$ cat config.mk
export PLATFORM = sky130hd
export DESIGN_NAME = crossover
export DESIGN_NICKNAME = d
export VERILOG_FILES = /design/src/rtl/crossover.sv
export SDC_FILE = /design/constraint.sdc
export NUM_CORES = 1
export LEC_CHECK = 0
export BUFFER_PORTS_ARGS = -buffer_cell sky130_fd_sc_hd__buf_4
export CORE_MARGIN = 5
export CORE_UTILIZATION = 30
export DETAILED_ROUTE_END_ITERATION = 12
export GPL_TIMING_DRIVEN = 1
export SKIP_CTS_REPAIR_TIMING = 1
export SLEW_MARGIN = 0
export SYNTH_ARGS = -nofsm -noshare
export SYNTH_HDL_FRONTEND = slang
export SYNTH_SLANG_ARGS = --single-unit
$ cat constraint.sdc
create_clock -name clk -period 4 [get_ports clk]
set_input_delay 0.8 -clock clk [delete_from_list [all_inputs] [get_ports clk]]
set_output_delay 0.8 -clock clk [all_outputs]
set_load 0.05 [all_outputs]
$ cat src/rtl/crossover.sv
// rtl/crossover.sv - genetic-algorithm crossover stage (single-point, two-point, uniform, pass-through)
//
// Ports:
//   clk, rst_n            clock (rising edge), asynchronous active-low reset
//   start_crossover       request, sampled only in IDLE
//   parent1, parent2      parent chromosomes (W bits)
//   crossover_mode        0 single-point, 1 two-point, 2 uniform, 3 pass-through
//   point_a, point_b      cut points (PW bits); point_b used by two-point only
//   uniform_mask          per-bit source select for uniform mode
//   crossover_rate        probability threshold; crossing happens when rand_byte < rate
//   rand_byte             random byte for the rate gate
//   child1, child2        registered offspring, held between completions
//   crossover_done        one-cycle pulse, three cycles after the accepted start
//   busy                  high in LOAD and CROSS
//   crossover_count       saturating count of operations that actually crossed
module crossover #(
  parameter int CHROMOSOME_WIDTH = 8,
  localparam int PW = $clog2(CHROMOSOME_WIDTH)
) (
  input  logic                        clk,
  input  logic                        rst_n,
  input  logic                        start_crossover,
  input  logic [CHROMOSOME_WIDTH-1:0] parent1,
  input  logic [CHROMOSOME_WIDTH-1:0] parent2,
  input  logic [1:0]                  crossover_mode,
  input  logic [PW-1:0]               point_a,
  input  logic [PW-1:0]               point_b,
  input  logic [CHROMOSOME_WIDTH-1:0] uniform_mask,
  input  logic [7:0]                  crossover_rate,
  input  logic [7:0]                  rand_byte,
  output logic [CHROMOSOME_WIDTH-1:0] child1,
  output logic [CHROMOSOME_WIDTH-1:0] child2,
  output logic                        crossover_done,
  output logic                        busy,
  output logic [15:0]                 crossover_count
);

  localparam int W = CHROMOSOME_WIDTH;
  localparam logic [PW-1:0] MAX_PT = PW'(W - 1);

  typedef enum logic [1:0] {
    S_IDLE  = 2'd0,
    S_LOAD  = 2'd1,
    S_CROSS = 2'd2
  } state_t;

  state_t state, state_next;

  // Operands captured at the accepted start.
  logic [W-1:0]  p1_q, p2_q, mask_q;
  logic [1:0]    mode_q;
  logic [PW-1:0] pa_q, pb_q;
  logic [7:0]    rate_q, rnd_q;

  // Values prepared in LOAD for use in CROSS.
  logic [PW-1:0] a_q, lo_q, hi_q;
  logic          en_q;

  logic [PW-1:0] pa_c, pb_c;
  logic [W-1:0]  sel;
  logic [W-1:0]  c1_next, c2_next;

  // When W is not a power of two the point field can encode positions past
  // the top bit; those are treated as the last bit position.
  function automatic logic [PW-1:0] clamp_pt(input logic [PW-1:0] p);
    return (int'(p) > W - 1) ? MAX_PT : p;
  endfunction

  assign pa_c = clamp_pt(pa_q);
  assign pb_c = clamp_pt(pb_q);

  // sel[i]=1 means child1 takes bit i from parent2 (and child2 from parent1).
  always_comb begin
    sel = '0;
    if (en_q) begin
      case (mode_q)
        2'd0:    sel = {W{1'b1}} << a_q;
        2'd1:    sel = ({W{1'b1}} << lo_q) & ~({W{1'b1}} << hi_q);
        2'd2:    sel = mask_q;
        default: sel = '0;
      endcase
    end
  end

  assign c1_next = (p1_q & ~sel) | (p2_q & sel);
  assign c2_next = (p2_q & ~sel) | (p1_q & sel);

  assign busy = (state != S_IDLE);

  always_ff @(posedge clk or negedge rst_n) begin
    if (!rst_n) begin
      state <= S_IDLE;
    end else begin
      state <= state_next;
    end
  end

  always_comb begin
    state_next = state;
    case (state)
      S_IDLE:  if (start_crossover) state_next = S_LOAD;
      S_LOAD:  state_next = S_CROSS;
      S_CROSS: state_next = S_IDLE;
      default: state_next = S_IDLE;
    endcase
  end

  always_ff @(posedge clk or negedge rst_n) begin
    if (!rst_n) begin
      p1_q            <= '0;
      p2_q            <= '0;
      mask_q          <= '0;
      mode_q          <= '0;
      pa_q            <= '0;
      pb_q            <= '0;
      rate_q          <= '0;
      rnd_q           <= '0;
      a_q             <= '0;
      lo_q            <= '0;
      hi_q            <= '0;
      en_q            <= 1'b0;
      child1          <= '0;
      child2          <= '0;
      crossover_done  <= 1'b0;
      crossover_count <= '0;
    end else begin
      crossover_done <= 1'b0;
      case (state)
        S_IDLE: begin
          if (start_crossover) begin
            p1_q   <= parent1;
            p2_q   <= parent2;
            mask_q <= uniform_mask;
            mode_q <= crossover_mode;
            pa_q   <= point_a;
            pb_q   <= point_b;
            rate_q <= crossover_rate;
            rnd_q  <= rand_byte;
          end
        end
        S_LOAD: begin
          a_q  <= pa_c;
          lo_q <= (pa_c < pb_c) ? pa_c : pb_c;
          hi_q <= (pa_c < pb_c) ? pb_c : pa_c;
          en_q <= (rnd_q < rate_q);
        end
        S_CROSS: begin
          child1         <= c1_next;
          child2         <= c2_next;
          crossover_done <= 1'b1;
          if (en_q && (mode_q != 2'd3) && (crossover_count != 16'hFFFF)) begin
            crossover_count <= crossover_count + 16'd1;
          end
        end
        default: ;
      endcase
    end
  end

endmodule

==> metrics.yaml <==
final_layout:
  non_filler_instance_count_after_layout: 640
  post-route-util_pct: 39.09
  fin_area_um2: 5448
  nets: 518
  syn_to_final_growth_pct: 26.94
  n_antenna_cell: 0
  drive_above_1_share_pct: 32.83
  most-common-layout-cells: "93 x sky130_fd_sc_hd__dfrtp_1, 87 x sky130_fd_sc_hd__buf_4, 39 x sky130_fd_sc_hd__mux2_2"
  most_frequent_standard_cell_in_the_layout_excluding_fill_and_tap_cells: "sky130_fd_sc_hd__dfrtp_1"
yosys:
  synth-async-reset-ratio_pct: 100.0
  synthCells: 373
  synthFlopType: "sky130_fd_sc_hd__dfrtp_1"
  yosys.cell_types.count: 54
  synthesis.yosys.warnings: 0
  postSynthNetCount: 436
  synth-edff-count: 0
  post_synthesis_area_per_instance_um2: 11.51
  yosysSeqAreaShare_pct: 54.23
  synth_seq_cells: 93
  synth.cell_area_um2: 4292
grt:
  largest_net_degree_at_the_start_of_global_routing: 87
  overflow: 0
  grt.total_usage_pct: 11.38
  grt_first_pass_wirelength_mm: 15.21
  number_of_global_route_vias_before_repair: 3076
  initial_antenna_violation_count: 0
run:
  cap_viol_max_count: 0
timing:
  fin_crit_ps: 2365
  timing.fmax_ghz: 0.4228
  setup_violations: 0
  fin_worst_hold_slack_ps: 501.1
  timing.max_slew.rel_slack_pct: 26.90
  measured_slew_at_the_worst_slew_check_pin_ps: 1097
  fin_worst_skew_ps: 8.589
  finalHoldViolCount: 0
  timing_max_transition_violations_final: 0
  grt_setup_unrepaired: "false"
  totalNegativeSetupSlack_ps: 0
  period_share_pct: 59.14
drt:
  drc: 0
  detailed_route_via_count: 3022
  drt-initial-drc-count: 160
  route.final.wire_length_mm: 9.254
  top_layer_used: "met4"
  via_per_inst: 4.722
  routed_wire_length_on_met3_um: 611
  wl_met2_mm: 4.518
  drt-wirelength-per-cell_um: 14.46
  detail-route-antenna-nets: 0
  first_pass_iters: 4
  met1_length_mm: 4.078
power:
  worst_ir_drop_vdd_uv: 260.8
  cellLeakagePower_nw: 2.470
  pwr_per_cell_area_nw_per_um2: 672.9
clocking:
  htree_levels: 3
  tritoncts: "built"
  clockBufferDepth: 2
  cts-buffers-inserted: 9
  clock_sink_count: 93
  clkTransAtPathRegs_ps: 70
  clk_latency_ps: 340
  cts-root-buf: "sky130_fd_sc_hd__clkbuf_16"
die:
  fp.coreArea_um2: 13930
  io_pins: 85
  initial_core_util_pct: 30.80
  dieWidth_um: 129.6
  core.rowCount: 43
  die_y_um: 129.6
  overall_die_area_um2: 16800
worst_setup_path:
  worst_ep_arrival_time_ps: 2630
  timing.reg2reg.worst_path_depth: 5
  worstSetupStartpointType: "register"
  slowest_delay_ps: 760
  category_of_the_most_critical_setup_path: "reg -> reg"
  path_depth: 5
  critical_path.endpoint_type: "register"
  critPathMaxFanout: 18
  crit_buf_inv: 0
  crit_path_cell_trace: "a21boi_1, and4_1, o21ai_0, nor4_1, xnor2_1"
  critPathSlowestCell: "sky130_fd_sc_hd__a21boi_1"
  worst_path_dominant_cell_family: "compound AO/OA/AOI/OAI gates"
  required_time_at_the_endpoint_of_the_critical_path_ps: 4260
place:
  buffer_ports.inserted: 84
  dpl-instance-area_um2: 5100
  place.gp.congestion: 0.7540
  post-place-cells: 624
  sum_of_net_half_perimeters_after_detailed_placement_mm: 6.752
hold_path:
  min-delay-path-class: "reg -> reg"
  holdPathStages: 1
outcome:
  status: "finished clean"
[path summary, 6_finish.rpt]
| path | from | endpoint | slack, ps |
|---|---|---|---|
| min in group asynchronous | rst_n | crossover_count[8] | 650 |
| worst min-delay path | crossover_count[8] | crossover_count[8] | 500 |
| worst max-delay path | mode_q[1] | crossover_count[15] | 1630 |
| worst max register to register | mode_q[1] | crossover_count[15] | 1630 |
| max in group asynchronous | rst_n | child1[3] | 2570 |
| worst min register to register | crossover_count[8] | crossover_count[8] | 500 |
[metrics by stage]
step                worst slack, ps  total power [mW]
finish                         1635             3.666
global placement               1656             2.702
floorplan                      1786             2.328
detailed placement             1610             2.736
CTS                            1606             3.730
global route                   1336             3.912
[synth_stat cells, types with 7 or more instances]
master,count,area [µm²]
sky130_fd_sc_hd__buf_2,7,35.03
sky130_fd_sc_hd__xnor2_1,12,105.1
sky130_fd_sc_hd__mux2i_1,20,200.2
sky130_fd_sc_hd__o21ai_0,22,110.1
sky130_fd_sc_hd__a21oi_1,22,110.1
sky130_fd_sc_hd__dfrtp_1,93,2327
sky130_fd_sc_hd__nand2_1,28,105.1
sky130_fd_sc_hd__ha_1,12,150.1
sky130_fd_sc_hd__nor2_1,23,86.33
sky130_fd_sc_hd__nand4_1,10,62.56
sky130_fd_sc_hd__mux2_2,39,439.2
sky130_fd_sc_hd__inv_1,15,56.30
[worst register-to-register path, stage by stage (launching register included)]
cell and delay [ps]:
sky130_fd_sc_hd__dfrtp_1 540, sky130_fd_sc_hd__a21boi_1 760, sky130_fd_sc_hd__and4_1 370, sky130_fd_sc_hd__o21ai_0 160, sky130_fd_sc_hd__nor4_1 290, sky130_fd_sc_hd__xnor2_1 160
[flip-flops by register name, indices dropped and copies added (netlist names), 3 cells and up]
name,cells
p1_q,8
a_q,3
rnd_q,8
pb_c,3
pa_c,3
child2,8
lo_q,3
crossover_count,16
hi_q,3
mask_q,8
rate_q,8
child1,8
p2_q,8
[per-layer routing]
| layer | track usage (%) | up-vias |
|---|---|---|
| li1 | - | 1478 |
| met3 | 3.710 | 4 |
| met4 | 2.567 | 0 |
| met5 | 0 | - |
| met2 | 18.68 | 72 |
| met1 | 14.69 | 1468 |
[report_power, final]
part           total [mW]  internal [mW]  switching [mW]  leakage, nW
sequential           1.45           1.21           0.242         1.12
clock               0.972          0.614           0.358        0.162
combinational        1.24          0.504           0.738         1.18
[kinds of logic after synthesis]
group                      share of synthesized area, %
AOI/OAI and AO/OA                                 8.630
xor gates and xnor gates                          2.857
buffers and inverters                             3.265
and+or+nand+nor                                   12.01
muxes                                             15.51
DFF                                               54.23
adders and majority gates                         3.498
[area by class of cell]
cell class	count	area (µm²)
well taps	180	225.2
clock buffers	9	225.2
multi-input cells	248	1834
repair buffers	87	653.1
flip-flops and latches	93	2327
inverters	16	60.06
clock inverters	7	122.6
fillers	1348	8487
(Power assumes the default switching activity.)
